[src/rtl/simple_pic.sv]
// simple_pic: a reduced 8259-style programmable interrupt controller on a
// 16-bit Wishbone slave port.
//
// Ports
//   wb_clk_i          system clock, all state changes on its rising edge
//   wb_rst_i          synchronous active-high reset
//   wb_sel_i[1:0]     byte lanes: [0] = command port 0x20, [1] = data port 0x21
//   wb_dat_i[15:0]    write data: port 0x20 on [7:0], port 0x21 on [15:8]
//   wb_dat_o[15:0]    read data: {IMR, IRR or ISR}
//   wb_stb_i, wb_cyc_i, wb_we_i  Wishbone strobe / cycle / write enable
//   wb_ack_o          single-cycle acknowledge (stb & cyc)
//   irq_i[7:0]        rising-edge interrupt requests (irq_i[0] = timer 0)
//   intr_o            registered interrupt request to the CPU
//   inta_i            one-cycle interrupt acknowledge pulse
//   vector_o[7:0]     registered vector {base, level}
//
// Build option
//   PIC_AEOI_EN       when defined, ICW4 bit1 enables auto-EOI: an INTA then
//                     leaves ISR untouched. When undefined, aeoi stays 0.
module simple_pic (
  input  logic        wb_clk_i,
  input  logic        wb_rst_i,
  input  logic [1:0]  wb_sel_i,
  input  logic [15:0] wb_dat_i,
  output logic [15:0] wb_dat_o,
  input  logic        wb_stb_i,
  input  logic        wb_cyc_i,
  input  logic        wb_we_i,
  output logic        wb_ack_o,
  input  logic [7:0]  irq_i,
  output logic        intr_o,
  input  logic        inta_i,
  output logic [7:0]  vector_o
);

  typedef enum logic [1:0] {
    READY     = 2'd0,
    WAIT_ICW2 = 2'd1,
    WAIT_ICW3 = 2'd2,
    WAIT_ICW4 = 2'd3
  } state_t;

  state_t      state_q;
  logic [7:0]  imr_q, irr_q, isr_q;
  logic [7:0]  imr_d, irr_d, isr_d;
  logic [4:0]  base_q;
  logic        rsel_q;   // 0 = read IRR, 1 = read ISR
  logic        sngl_q;
  logic        ic4_q;
  logic        aeoi_q;
  logic [7:0]  sync1_q, sync2_q, prev_q;
  logic        intr_q;
  logic [7:0]  vector_q;

  // Lowest set index = highest priority (level 0 wins).
  function automatic logic [2:0] top_level(input logic [7:0] v);
    logic [2:0] r;
    r = 3'd0;
    for (int i = 7; i >= 0; i--) begin
      if (v[i]) r = 3'(i);
    end
    return r;
  endfunction

  logic       wr_stb, wr_cmd, wr_data;
  logic [7:0] cmd, dat;
  logic       in_ready, icw1, ocw2, ocw3;
  logic [7:0] irq_edge, pending;
  logic [2:0] pend_lvl, isr_lvl;
  logic       pend_any, isr_any, inta_hit, isr_set_en;

  assign wb_ack_o = wb_stb_i & wb_cyc_i;
  assign wr_stb   = wb_ack_o & wb_we_i;
  // With both lanes selected only the command lane acts.
  assign wr_cmd   = wr_stb & wb_sel_i[0];
  assign wr_data  = wr_stb & wb_sel_i[1] & ~wb_sel_i[0];
  assign cmd      = wb_dat_i[7:0];
  assign dat      = wb_dat_i[15:8];

  assign in_ready = (state_q == READY);
  assign icw1     = wr_cmd & cmd[4];
  // OCW2/OCW3 are only honoured once initialisation has completed.
  assign ocw2     = wr_cmd & in_ready & ~cmd[4] & ~cmd[3];
  assign ocw3     = wr_cmd & in_ready & ~cmd[4] &  cmd[3];

  assign irq_edge = sync2_q & ~prev_q;
  assign pending  = irr_q & ~imr_q;
  assign pend_any = |pending;
  assign isr_any  = |isr_q;
  assign pend_lvl = top_level(pending);
  assign isr_lvl  = top_level(isr_q);
  assign inta_hit = inta_i & pend_any;
  assign isr_set_en = inta_hit & ~aeoi_q;

  always_comb begin
    // IRR: INTA clears the serviced bit, a fresh edge re-sets it (set wins),
    // and ICW1 overrides everything.
    irr_d = irr_q;
    if (inta_hit) irr_d[pend_lvl] = 1'b0;
    irr_d = irr_d | irq_edge;
    if (icw1) irr_d = 8'h00;

    // ISR: EOI clears first so that a same-cycle INTA set on the same bit wins.
    isr_d = isr_q;
    if (ocw2 && cmd[7:5] == 3'b001 && isr_any) isr_d[isr_lvl] = 1'b0;
    if (ocw2 && cmd[7:5] == 3'b011) isr_d[cmd[2:0]] = 1'b0;
    if (isr_set_en) isr_d[pend_lvl] = 1'b1;
    if (icw1) isr_d = 8'h00;

    imr_d = imr_q;
    if (icw1) imr_d = 8'h00;
    else if (wr_data && in_ready) imr_d = dat;
  end

  always_ff @(posedge wb_clk_i) begin
    if (wb_rst_i) begin
      state_q  <= READY;
      imr_q    <= 8'hFF;
      irr_q    <= 8'h00;
      isr_q    <= 8'h00;
      base_q   <= 5'b00001;
      rsel_q   <= 1'b0;
      sngl_q   <= 1'b0;
      ic4_q    <= 1'b0;
      aeoi_q   <= 1'b0;
      sync1_q  <= 8'h00;
      sync2_q  <= 8'h00;
      prev_q   <= 8'h00;
      intr_q   <= 1'b0;
      vector_q <= 8'h08;
    end else begin
      sync1_q <= irq_i;
      sync2_q <= sync1_q;
      prev_q  <= sync2_q;
      irr_q   <= irr_d;
      isr_q   <= isr_d;
      imr_q   <= imr_d;

      // Request only when the best pending level beats everything in service.
      intr_q <= in_ready & pend_any & (~isr_any | (pend_lvl < isr_lvl));

      if (inta_i) begin
        vector_q <= inta_hit ? {base_q, pend_lvl} : {base_q, 3'd7};
      end

      if (icw1) begin
        rsel_q  <= 1'b0;
        sngl_q  <= cmd[1];
        ic4_q   <= cmd[0];
        state_q <= WAIT_ICW2;
      end else begin
        if (ocw3 && cmd[1]) rsel_q <= cmd[0];
        if (wr_data) begin
          case (state_q)
            WAIT_ICW2: begin
              base_q <= dat[7:3];
              if (!sngl_q)    state_q <= WAIT_ICW3;
              else if (ic4_q) state_q <= WAIT_ICW4;
              else            state_q <= READY;
            end
            WAIT_ICW3: begin
              // Cascade configuration is not supported; the byte is dropped.
              state_q <= ic4_q ? WAIT_ICW4 : READY;
            end
            WAIT_ICW4: begin
`ifdef PIC_AEOI_EN
              aeoi_q <= dat[1];
`else
              aeoi_q <= 1'b0;
`endif
              state_q <= READY;
            end
            default: state_q <= READY;
          endcase
        end
      end
    end
  end

  assign wb_dat_o = {imr_q, (rsel_q ? isr_q : irr_q)};
  assign intr_o   = intr_q;
  assign vector_o = vector_q;

endmodule

[config.mk]
export PLATFORM = sky130hd
export DESIGN_NAME = simple_pic
export DESIGN_NICKNAME = d
export VERILOG_FILES = /design/src/rtl/simple_pic.sv
export SDC_FILE = /design/constraint.sdc
export NUM_CORES = 1
export LEC_CHECK = 0
export BUFFER_PORTS_ARGS = -buffer_cell sky130_fd_sc_hd__buf_2
export CORE_MARGIN = 2
export CORE_UTILIZATION = 54
export DETAILED_ROUTE_END_ITERATION = 6
export GPL_TIMING_DRIVEN = 0
export PLACE_DENSITY = 0.79
export SLEW_MARGIN = 20
export SYNTH_ARGS = -nofsm -noshare
export SYNTH_HDL_FRONTEND = slang
export SYNTH_SLANG_ARGS = --single-unit
export TNS_END_PERCENT = 5
[constraint.sdc]
create_clock -name wb_clk_i -period 6.7 [get_ports wb_clk_i]
set_input_delay 1.005 -clock wb_clk_i [delete_from_list [all_inputs] [get_ports wb_clk_i]]
set_output_delay 1.005 -clock wb_clk_i [all_outputs]
set_load 0.01 [all_outputs]
==> metrics.md, run 1 <==
| Metric | Value |
|---|---|
| # setup viols final | `0` |
| PnR worst setup slack | `4121 ps` |
| Max IR drop VDD | `0.1929 mV` |
| Post-route ant nets | `0` |
| All-Layer GR Usage | `23.60%` |
| DIE HEIGHT | `76.89 microns` |
| Ys async rst share | `0%` |
| Hold-fix buffers, CTS | `0` |
| Final RePlAce weighted congestion | `0.8813` |
| CP max stage cell | `mux2_2` |
| Critical Path Sink Type | `output pin` |
| Post-Syn Instances | `317` |
| Final #Nets | `422` |
| Max-cap violation count | `0` |
| Actual slew at the worst max-slew pin | `644.2 ps` |
| Netlist Area Pre-Place | `0.002869 sq mm` |
| Final hold vios | `0` |
| Main synth FF type | `dfxtp_1` |
| Seq/Total Area, Yosys | `46.75%` |
| GRT overflow | `0` |
| Core area | `0.005107 sq mm` |
| Setup Crit Path Kind | `reg2out` |
| Die X | `76.89 microns` |
| Postcts setup bufs | `0` |
| Initial antenna violation count | `0` |
| Max-slew violation count | `0` |
| Unrepaired setup endpoints after global routing | `false` |
| Synth Area per Inst | `9.050 sq um` |
| Storage element area | `0.001341 sq mm` |
| Status | `finished, final reports clean` |
| Hold Path Class | `reg2reg` |
| Resized cells post-CTS | `0` |
| Synth cell types | `45` |
| Leak Pwr | `0.001407 uW` |
| Arrival @ worst endpoint | `1570 ps` |
| Die Area | `0.005912 sq mm` |
| Via Count | `2489` |
| Maximum fanout along the worst path | `9` |
| Clock Skew | `6.151 ps` |
| N_diodes | `0` |
| Fillcell total | `444` |
| EDFF count, synth | `0` |
| Ports | `58` |
| Clk root buf | `clkbuf_8` |
| Port bufs | `57` |
| Starting density of the core | `56.17%` |
| Num rows | `26` |
| Fmax | `0.3877 GHz` |
| CTS Buf Count | `9` |
| Clock Tree Buf Depth | `2` |
| Clock sinks | `67` |
| Largest net degree at the start of global routing | `12` |
| Area of the multi-input gates | `0.001433 sq mm` |
| Cells after DPL | `444` |
| WL/cell | `14.66 microns` |
| TritonRoute pass-1 iters | `5` |
| Remaining DRCs | `0` |
| Pwr/cell area | `238.2 mW/mm^2` |
| H-tree Lvls | `3` |
| Post-DP Area | `0.003242 sq mm` |
| Final period utilization | `38.49%` |
| Critical Path Start Type | `flip-flop` |
| Post-route setup TNS | `0 ps` |
| Share of cells above drive strength 1 | `22.82%` |
| Worst-skew pair later-pin latency | `340 ps` |
| CP required | `5690 ps` |
| Design area | `0.003446 sq mm` |
| Dpl ws | `3914 ps` |
| Via/cell ratio | `5.411` |
| CTS tree | `done` |
| DP HPWL | `5062 microns` |
| Slew HR | `57.05%` |
| Clock transition at path regs | `70 ps` |
| Synth Warn # | `0` |
| First-pass GRT wire length | `10960 microns` |
| Final min period | `2579 ps` |
| Cell chain of the critical path | `clkbuf_1 > mux2_2 > buf_2` |
| Vias in the first global route | `2363` |
| Final wirelength | `6744 microns` |
| Seq cells post-synth | `67` |
| Net Count, Synth | `354` |
| P&R area growth vs syn | `20.10%` |
| Initial DRC Count | `123` |
| Worst path max stage delay | `400 ps` |
| Final non-filler cell total | `460` |
## synthesized netlist by cell type, drive strengths merged (3+ instances only)
cell type / number / area [sq um]
nand4: 4 / 25.02
a211o: 11 / 96.34
a21oi: 29 / 145.1
dfxtp: 67 / 1341
mux2: 8 / 90.09
o31a: 3 / 28.78
nand3: 8 / 40.04
nor2b: 34 / 212.7
nor2: 20 / 75.07
nand2b: 15 / 93.84
mux2i: 6 / 60.06
nand3b: 5 / 37.54
nand2: 21 / 78.83
o221ai: 3 / 32.53
or3: 4 / 26.28
nor3: 4 / 20.02
and3: 11 / 68.82
o21ai: 12 / 60.06
clkbuf: 13 / 48.80
ha: 5 / 62.56
or4: 3 / 26.27
o211ai: 3 / 22.52
inv: 10 / 37.54
## per-stage QoR
step	total power, uW	hold slack [ps]	util [%]
6_report	820.7	437.9	67.47
5_1_grt	849.6	448.0	67.47
4_1_cts	826.2	438.2	67.47
3_5_place_dp	491.3	422.0	63.47
3_3_place_gp	488.9	416.1	63.47
2_1_floorplan	462.3	413.8	-
## metal layers
metal  up-vias  part of all wire [%]  track usage (%)
li1       1250                     -                -
met4         0                   2.4            12.73
met2        81                    47            38.25
met3        20                   4.8            4.118
met1      1138                    46            29.88
met5         -                     0                0
## worst paths after layout
check                                 from           to  slack, ps  depth (start not counted)
worst max-delay path                rsel_q  wb_dat_o[0]       4120                          3
worst min register to register  sync1_q[2]   sync2_q[2]        440                          1
worst max register to register    imr_q[5]       intr_o       4290                          7
worst min-delay path            sync1_q[2]   sync2_q[2]        440                          1
## logic make-up (layout without fill, tap and decap cells)
kind of cell	after synthesis	after routing	synth area share [%]
and+or+nand+nor	137	137	26.69
AOI/OAI and AO/OA	69	69	15.83
DFF	67	67	46.75
buffers and inverters	25	98	3.314
muxes	14	14	5.234
adders and majority gates	5	5	2.181
## power by group
| part | leakage [uW] | switching [uW] | internal (uW) | total, uW |
|---|---|---|---|---|
| clock | 0.000106 | 146 | 192 | 338 |
| combinational | 0.000753 | 34.4 | 29.5 | 63.9 |
| sequential | 0.000547 | 8.00 | 411 | 419 |
## layout make-up
| type | count | area share (%) |
|---|---|---|
| multi-input cells | 225 | 41.58 |
| well taps | 70 | 2.542 |
| plain buffers | 15 | 1.670 |
| inverters | 10 | 1.089 |
| clock inverters | 4 | 1.416 |
| flip-flops and latches | 67 | 38.93 |
| clock buffers | 12 | 4.503 |
| repair buffers | 57 | 8.279 |
## flip-flops by register name, indices dropped and copies added, names as in the netlist
name and flops:
prev_q 8, intr_o 1, state_q 2, sync2_q 8, imr_q 8, irr_q 8, vector_o 8, ic4_q 1
isr_q 8, sync1_q 8, base_q 5, rsel_q 1, sngl_q 1
## placed cells by master (no fill, tap or decap), types with 4 or more instances in the layout
| cell type | Yosys | layout |
|---|---|---|
| nand2_1 | 21 | 21 |
| ha_1 | 5 | 5 |
| nor2b_1 | 34 | 34 |
| mux2_2 | 8 | 8 |
| a21oi_1 | 29 | 29 |
| nand4_1 | 4 | 4 |
| nor3_1 | 4 | 4 |
| dfxtp_1 | 67 | 67 |
| clkbuf_8 | 0 | 11 |
| nand3b_1 | 5 | 5 |
| nand2b_1 | 15 | 15 |
| and3_1 | 11 | 11 |
| inv_1 | 10 | 10 |
| o21ai_0 | 12 | 12 |
| buf_2 | 1 | 58 |
| a211o_1 | 11 | 11 |
| nor2_1 | 20 | 20 |
| nand3_1 | 8 | 8 |
| mux2i_1 | 6 | 6 |
| clkbuf_1 | 13 | 14 |
## critical path, delay by kind of cell (launching register included)
kind | cells | cell delay (ps)
multiplexers | 1 | 400
flip-flops | 1 | 310
buffers and inverters | 2 | 530
No activity file was read; power rests on OpenSTA's default activity.
==> run 2: changes to the inputs <==
clock period = 2.4 ns   (was 6.7 ns; I/O delays follow)
==> run 2 against run 1 <==
- sequential power grew to 2.8 times the previous value
- clock-buffer cell count did not move
- die area unchanged
- first-iteration DRC count fell by 8.1%
- critical path type is now reg2reg
- combinational power grew to 2.8 times the previous value
- largest cell class unchanged
==> metrics.md, run 2 (same netlist as run 1, synthesis figures left out) <==
| Metric | Value |
|---|---|
| Status | `finished, final reports clean (unchanged)` |
| CTS tree | `done (unchanged)` |
| Via/cell ratio | `5.429 (was 5.411)` |
| Met2 GRT Util | `38.33% (was 38.25%)` |
| Setup Crit Path Kind | `reg2reg (was reg2out)` |
| Vias in the first global route | `2372 (was 2363)` |
| Slew HR | `56.73% (was 57.05%)` |
| CTS Buf Count | `9 (unchanged)` |
| Num rows | `26 (unchanged)` |
| Unrepaired setup endpoints after global routing | `false (unchanged)` |
| Critical Path Sink Type | `flip-flop (was output pin)` |
| Pwr/cell area | `663.2 mW/mm^2 (was 238.2 mW/mm^2)` |
| Postcts setup bufs | `0 (unchanged)` |
| Worst-skew pair later-pin latency | `340 ps (about the same)` |
| R2r worst-path depth | `8 (was 7)` |
| Actual slew at the worst max-slew pin | `649.1 ps (was 644.2 ps)` |
| Worst Setup SP | `state_q[1] (was rsel_q)` |
| Post-route setup TNS | `0 ps (unchanged)` |
| Critical R2R Launch | `state_q[1] (was imr_q[5])` |
| Clk root buf | `clkbuf_8 (unchanged)` |
| # setup viols final | `0 (unchanged)` |
| DP HPWL | `5062 microns (unchanged)` |
| Final #Nets | `421 (was 422)` |
| Hold Path Class | `in2reg (was reg2reg)` |
| Maximum fanout along the worst path | `9 (unchanged)` |
| Clock transition at path regs | `70 ps (about the same)` |
| Final RePlAce weighted congestion | `0.8813 (unchanged)` |
| GRT overflow | `0 (unchanged)` |
| TritonRoute pass-1 iters | `4 (was 5)` |
| Post-route ant nets | `0 (unchanged)` |
| WL/cell | `14.78 microns (was 14.66 microns)` |
| Clock sinks | `67 (unchanged)` |
| Core area | `0.005107 sq mm (unchanged)` |
| Critical Path End | `isr_q[2] (was wb_dat_o[0])` |
| Via Count | `2492 (was 2489)` |
| Internal reg-to-reg setup slack | `130 ps (was 4290 ps)` |
| Max-slew violation count | `0 (unchanged)` |
| First-pass GRT wire length | `10980 microns (was 10960 microns)` |
| R2R Path End | `isr_q[2] (was intr_o)` |
| Die X | `76.89 microns (unchanged)` |
| N_diodes | `0 (unchanged)` |
| CP required | `2610 ps (was 5690 ps)` |
| Final wirelength | `6783 microns (was 6744 microns)` |
| Port bufs | `57 (unchanged)` |
| Max IR drop VDD | `0.5425 mV (was 0.1929 mV)` |
| H-tree Lvls | `3 (unchanged)` |
| Grt peak-use layer | `met2 (unchanged)` |
| Clock Skew | `5.814 ps (was 6.151 ps)` |
| Largest net degree at the start of global routing | `12 (unchanged)` |
| Leak Pwr | `0.001408 uW (was 0.001407 uW)` |
| All-Layer GR Usage | `23.62% (was 23.60%)` |
| Commonest non-fill, non-tap cell in the layout | `dfxtp_1 (unchanged)` |
| Max-cap violation count | `0 (unchanged)` |
| Ports | `58 (unchanged)` |
| Die Area | `0.005912 sq mm (unchanged)` |
| Final period utilization | `94.71%` |
| Arrival @ worst endpoint | `2480 ps (was 1570 ps)` |
| GRT met3 Usage | `4.118% (unchanged)` |
| Final min period | `2273 ps` |
| Most frequent cells in the layout | `dfxtp_1 (67), buf_2 (58), nor2b_1 (34), a21oi_1 (29), nand2_1 (21) (unchanged)` |
| Critical Path Start Type | `flip-flop (unchanged)` |
| Starting density of the core | `56.17% (unchanged)` |
| Clock Tree Buf Depth | `2 (unchanged)` |
| Initial antenna violation count | `0 (unchanged)` |
| Fmax | `0.4399 GHz` |
| Initial DRC Count | `113 (was 123)` |
| Remaining DRCs | `0 (unchanged)` |
| GRT met1 Usage | `29.88% (unchanged)` |
| DIE HEIGHT | `76.89 microns (unchanged)` |
| Final hold vios | `0 (unchanged)` |
| Final design utilization | `67.69% (was 67.47%)` |
| Share of cells above drive strength 1 | `23.65% (was 22.82%)` |
| P&R area growth vs syn | `20.50% (was 20.10%)` |
==> run 2: changes by cell type in the layout (fill, tap and decap cells not counted) <==
| cell | previous run | this run |
|---|---|---|
| nor4_2 | 0 | 1 |
| clkbuf_1 | 14 | 13 |
| ha_1 | 5 | 4 |
| ha_2 | 0 | 1 |
| nor4_1 | 1 | 0 |
| a2111oi_2 | 0 | 1 |
| a2111oi_0 | 1 | 0 |
==> run 2: worst min-delay path by stage <==
stage	startpoint	end	slack [ps]	depth (start not counted)
6_report	wb_dat_i[10]	imr_q[2]	230	2
5_1_grt	irq_i[3]	sync1_q[3]	230	2
2_1_floorplan	sync1_q[0]	sync2_q[0]	410	1
3_3_place_gp	sync1_q[6]	sync2_q[6]	420	1
3_5_place_dp	sync1_q[2]	sync2_q[2]	420	1
4_1_cts	irq_i[2]	sync1_q[2]	220	2
==> run 2: cell type report <==
class | count | area, sq um
plain buffers | 14 | 53.80
multi-input cells | 225 | 1448
repair buffers | 57 | 285.3
fillers | 442 | 1650
inverters | 10 | 37.54
clock buffers | 12 | 155.1
clock inverters | 4 | 48.80
flip-flops and latches | 67 | 1341
well taps | 70 | 87.58
==> run 2: per-stage QoR <==
stage / total power, uW / hold WS, ps / std cells / cell area [sq um] / setup WS (ps)
after floorplan: 1291 / 413.8 / 317 / 2869 / 265.7
after global placement: 1365 / 416.1 / 444 / 3242 / 44.26
after detailed placement: 1371 / 422.0 / 444 / 3242 / 16.38
after CTS: 2307 / 220.8 / 460 / 3447 / 88.20
after global routing: 2373 / 227.4 / 459 / 3457 / 23.00
final: 2293 / 225.5 / 459 / 3457 / 126.9
==> run 2: worst max-delay path, cell delays in order (launching register included) <==
cell and delay [ps]:
dfxtp_1 330, inv_1 80, ha_2 220, nand4b_1 140
or4_1 480, buf_2 180, or4_4 430, o311ai_0 150
a21oi_1 140
==> run 2: power by group <==
group | internal, uW | total [uW] | leakage [uW] | switching [uW]
sequential | 1150 | 1170 | 0.000547 | 22.2
combinational | 82.8 | 179 | 0.000755 | 96.0
clock | 535 | 944 | 0.000106 | 409
total | 1770 | 2290 | 0.00141 | 527
==> run 2: per-layer routing <==
| layer | wire (microns) | up-vias |
|---|---|---|
| met5 | 0 | - |
| met4 | 208 | 0 |
| met3 | 387 | 21 |
| met2 | 3163 | 86 |
| met1 | 3024 | 1137 |
| li1 | - | 1248 |
==> run 2: repair_timing <==
item / CTS / global route
gates cloned: 0 / 0
endpoints found under the setup margin: 1 / 2
hold endpoints to repair: 0 / 0
resized for setup: 1 / 3
hold buffers: 0 / 0
==> run 3: changes to the inputs <==
CELL_PAD_IN_SITES_DETAIL_PLACEMENT = 0   (was default)
CELL_PAD_IN_SITES_GLOBAL_PLACEMENT = 1   (was default)
CORE_UTILIZATION = 41   (was 54)
PLACE_DENSITY = default   (was 0.79)
PLACE_DENSITY_LB_ADDON = 0.1   (was default)
==> run 3 against run 2 <==
- worst setup slack worse by 9.7 ps
- core utilization down 17 points
- clock-buffer cell count is 2 lower
- register-to-register slack barely moved
- critical path depth unchanged
- combinational power hardly changed
- via count shrank 2.2%
==> metrics.md, run 3 (same netlist as run 1, synthesis figures left out) <==
| Metric | Value |
|---|---|
| Status | `finished, final reports clean (unchanged)` |
| Initial antenna violation count | `0 (unchanged)` |
| Clock transition at path regs | `70 ps (about the same)` |
| Final wirelength | `6828 microns (was 6783 microns)` |
| CTS tree | `done (unchanged)` |
| Commonest non-fill, non-tap cell in the layout | `dfxtp_1 (unchanged)` |
| Worst Setup SP | `state_q[0] (was state_q[1])` |
| Post-route setup TNS | `0 ps (unchanged)` |
| Post-route ant nets | `0 (unchanged)` |
| Slew HR | `61.01% (was 56.73%)` |
| Critical Path Sink Type | `flip-flop (unchanged)` |
| Via Count | `2437 (was 2492)` |
| Pwr/cell area | `629.3 mW/mm^2 (was 663.2 mW/mm^2)` |
| Unrepaired setup endpoints after global routing | `false (unchanged)` |
| Met2 WL post-DR | `2987 microns (was 3163 microns)` |
| Met3 routed WL | `297 microns (was 387 microns)` |
| # setup viols final | `0 (unchanged)` |
| Core area | `0.006794 sq mm (was 0.005107 sq mm)` |
| DR top layer | `met4 (unchanged)` |
| Max-slew violation count | `0 (unchanged)` |
| Ports | `58 (unchanged)` |
| Final hold vios | `0 (unchanged)` |
| DIE HEIGHT | `87.65 microns (was 76.89 microns)` |
| Arrival @ worst endpoint | `2490 ps (was 2480 ps)` |
| Via/cell ratio | `5.025 (was 5.429)` |
| Fmax | `0.4380 GHz (was 0.4399 GHz)` |
| R2r worst-path depth | `8 (unchanged)` |
| TritonRoute pass-1 iters | `4 (unchanged)` |
| First-pass GRT wire length | `10930 microns (was 10980 microns)` |
| Initial DRC Count | `99 (was 113)` |
| CP required | `2610 ps (about the same)` |
| GRT overflow | `0 (unchanged)` |
| DP HPWL | `5265 microns (was 5062 microns)` |
| Clock Skew | `8.961 ps (was 5.814 ps)` |
| Postcts setup bufs | `0 (unchanged)` |
| Die X | `87.65 microns (was 76.89 microns)` |
| Most frequent cells in the layout | `dfxtp_1 (67), buf_2 (58), nor2b_1 (34), a21oi_1 (29), nand2_1 (21) (unchanged)` |
| Final #Nets | `421 (unchanged)` |
| Leak Pwr | `0.001398 uW (was 0.001408 uW)` |
| P&R area growth vs syn | `20.76% (was 20.50%)` |
| Max IR drop VDD | `0.3475 mV (was 0.5425 mV)` |
| CTS Buf Count | `9 (unchanged)` |
| Clock sinks | `67 (unchanged)` |
| Critical Path Start Type | `flip-flop (unchanged)` |
| WL/cell | `14.08 microns (was 14.78 microns)` |
| Remaining DRCs | `0 (unchanged)` |
| Critical R2R Launch | `state_q[0] (was state_q[1])` |
| Max-cap violation count | `0 (unchanged)` |
| Port bufs | `57 (unchanged)` |
| Worst hold start | `wb_dat_i[9] (was wb_dat_i[10])` |
| Starting density of the core | `42.23% (was 56.17%)` |
| Worst-skew pair later-pin latency | `340 ps (about the same)` |
| R2R Path End | `isr_q[3] (was isr_q[2])` |
| Clock Tree Buf Depth | `2 (unchanged)` |
| PnR worst setup slack | `117.1 ps (was 126.9 ps)` |
| Hold Path Class | `in2reg (unchanged)` |
| Fillcell total | `675 (was 442)` |
| Largest net degree at the start of global routing | `13 (was 12)` |
| H-tree Lvls | `3 (unchanged)` |
| Internal reg-to-reg setup slack | `120 ps (was 130 ps)` |
| Maximum fanout along the worst path | `9 (unchanged)` |
| Critical Path End | `isr_q[3] (was isr_q[2])` |
| Setup Crit Path Kind | `reg2reg (unchanged)` |
| Clk root buf | `clkbuf_8 (unchanged)` |
| Die Area | `0.007683 sq mm (was 0.005912 sq mm)` |
| Final RePlAce weighted congestion | `0.8728 (was 0.8813)` |
| Share of cells above drive strength 1 | `23.91% (was 23.65%)` |
| Dpl ws | `-16.93 ps (was 16.38 ps)` |
| Final min period | `2283 ps (was 2273 ps)` |
| N_diodes | `0 (unchanged)` |
| Vias in the first global route | `2319 (was 2372)` |
| Num rows | `30 (was 26)` |
| Wl on met1 | `3396 microns (was 3024 microns)` |
| Actual slew at the worst max-slew pin | `584.8 ps (was 649.1 ps)` |
| Final design utilization | `50.99% (was 67.69%)` |
| All-Layer GR Usage | `18.76% (was 23.62%)` |
| Final period utilization | `95.12% (was 94.71%)` |
[run 3: cell types whose count changed in the layout (fill, tap and decap cells not counted)]
cell	before	now
clkinv_4	1	3
bufinv_16	1	0
clkinv_2	2	3
clkbuf_1	13	12
clkbuf_8	11	10
[run 3: stage by stage]
stage / power (uW) / instance area, sq um / hold slack [ps] / std cells
after detailed placement: 1374 / 3274 / 425.3 / 470
after CTS: 2213 / 3455 / 199.9 / 486
final: 2180 / 3465 / 222.4 / 485
after global routing: 2286 / 3465 / 210.1 / 485
after global placement: 1372 / 3274 / 417.4 / 470
after floorplan: 1291 / 2869 / 413.8 / 317
[run 3: worst min-delay path by stage]
stage	cells after the start	endpoint
3_3_place_gp	1	sync2_q[3]
4_1_cts	2	imr_q[1]
6_report	2	imr_q[1]
2_1_floorplan	1	sync2_q[0]
5_1_grt	2	imr_q[2]
3_5_place_dp	1	sync2_q[1]
[run 3: power by group]
group / leakage (uW) / total [uW] / internal [uW] / switching (uW)
clock network: 0.0000960 / 833 / 402 / 431
registers: 0.000547 / 1170 / 1150 / 21.5
logic: 0.000755 / 179 / 82.9 / 95.8
[run 3: what timing repair did]
action                                 in CTS  in global routing
pin swaps                                   0                  0
gates resized for setup                     1                  3
hold buffers                                0                  0
endpoints found under the hold margin       0                  0
setup endpoints to repair                   1                  2
[run 3: layout make-up]
| type | count | area, sq um | share of cell area [%] |
|---|---|---|---|
| Multi-Input combinational cell | 225 | 1448 | 41.78 |
| Sequential cell | 67 | 1341 | 38.71 |
| Timing Repair Buffer | 57 | 285.3 | 8.234 |
| Clock buffer | 10 | 137.6 | 3.973 |
| Tap cell | 96 | 120.1 | 3.467 |
| Buffer | 14 | 53.80 | 1.553 |
| Clock inverter | 6 | 41.29 | 1.192 |
| Inverter | 10 | 37.54 | 1.083 |
[run 3: critical path, cell delays in order (launching register included)]
cell      delay [ps]
dfxtp_1          330
inv_1             90
ha_2             230
nand4b_1         160
or4_1            480
buf_2            170
or4_4            430
o221ai_2         190
a21oi_1           80
[run 3: layer usage]
metal,GRT usage (%),vias up
li1,-,1252
met1,24.88,1117
met4,8.951,0
met3,3.959,12
met2,29.13,56
met5,0,-
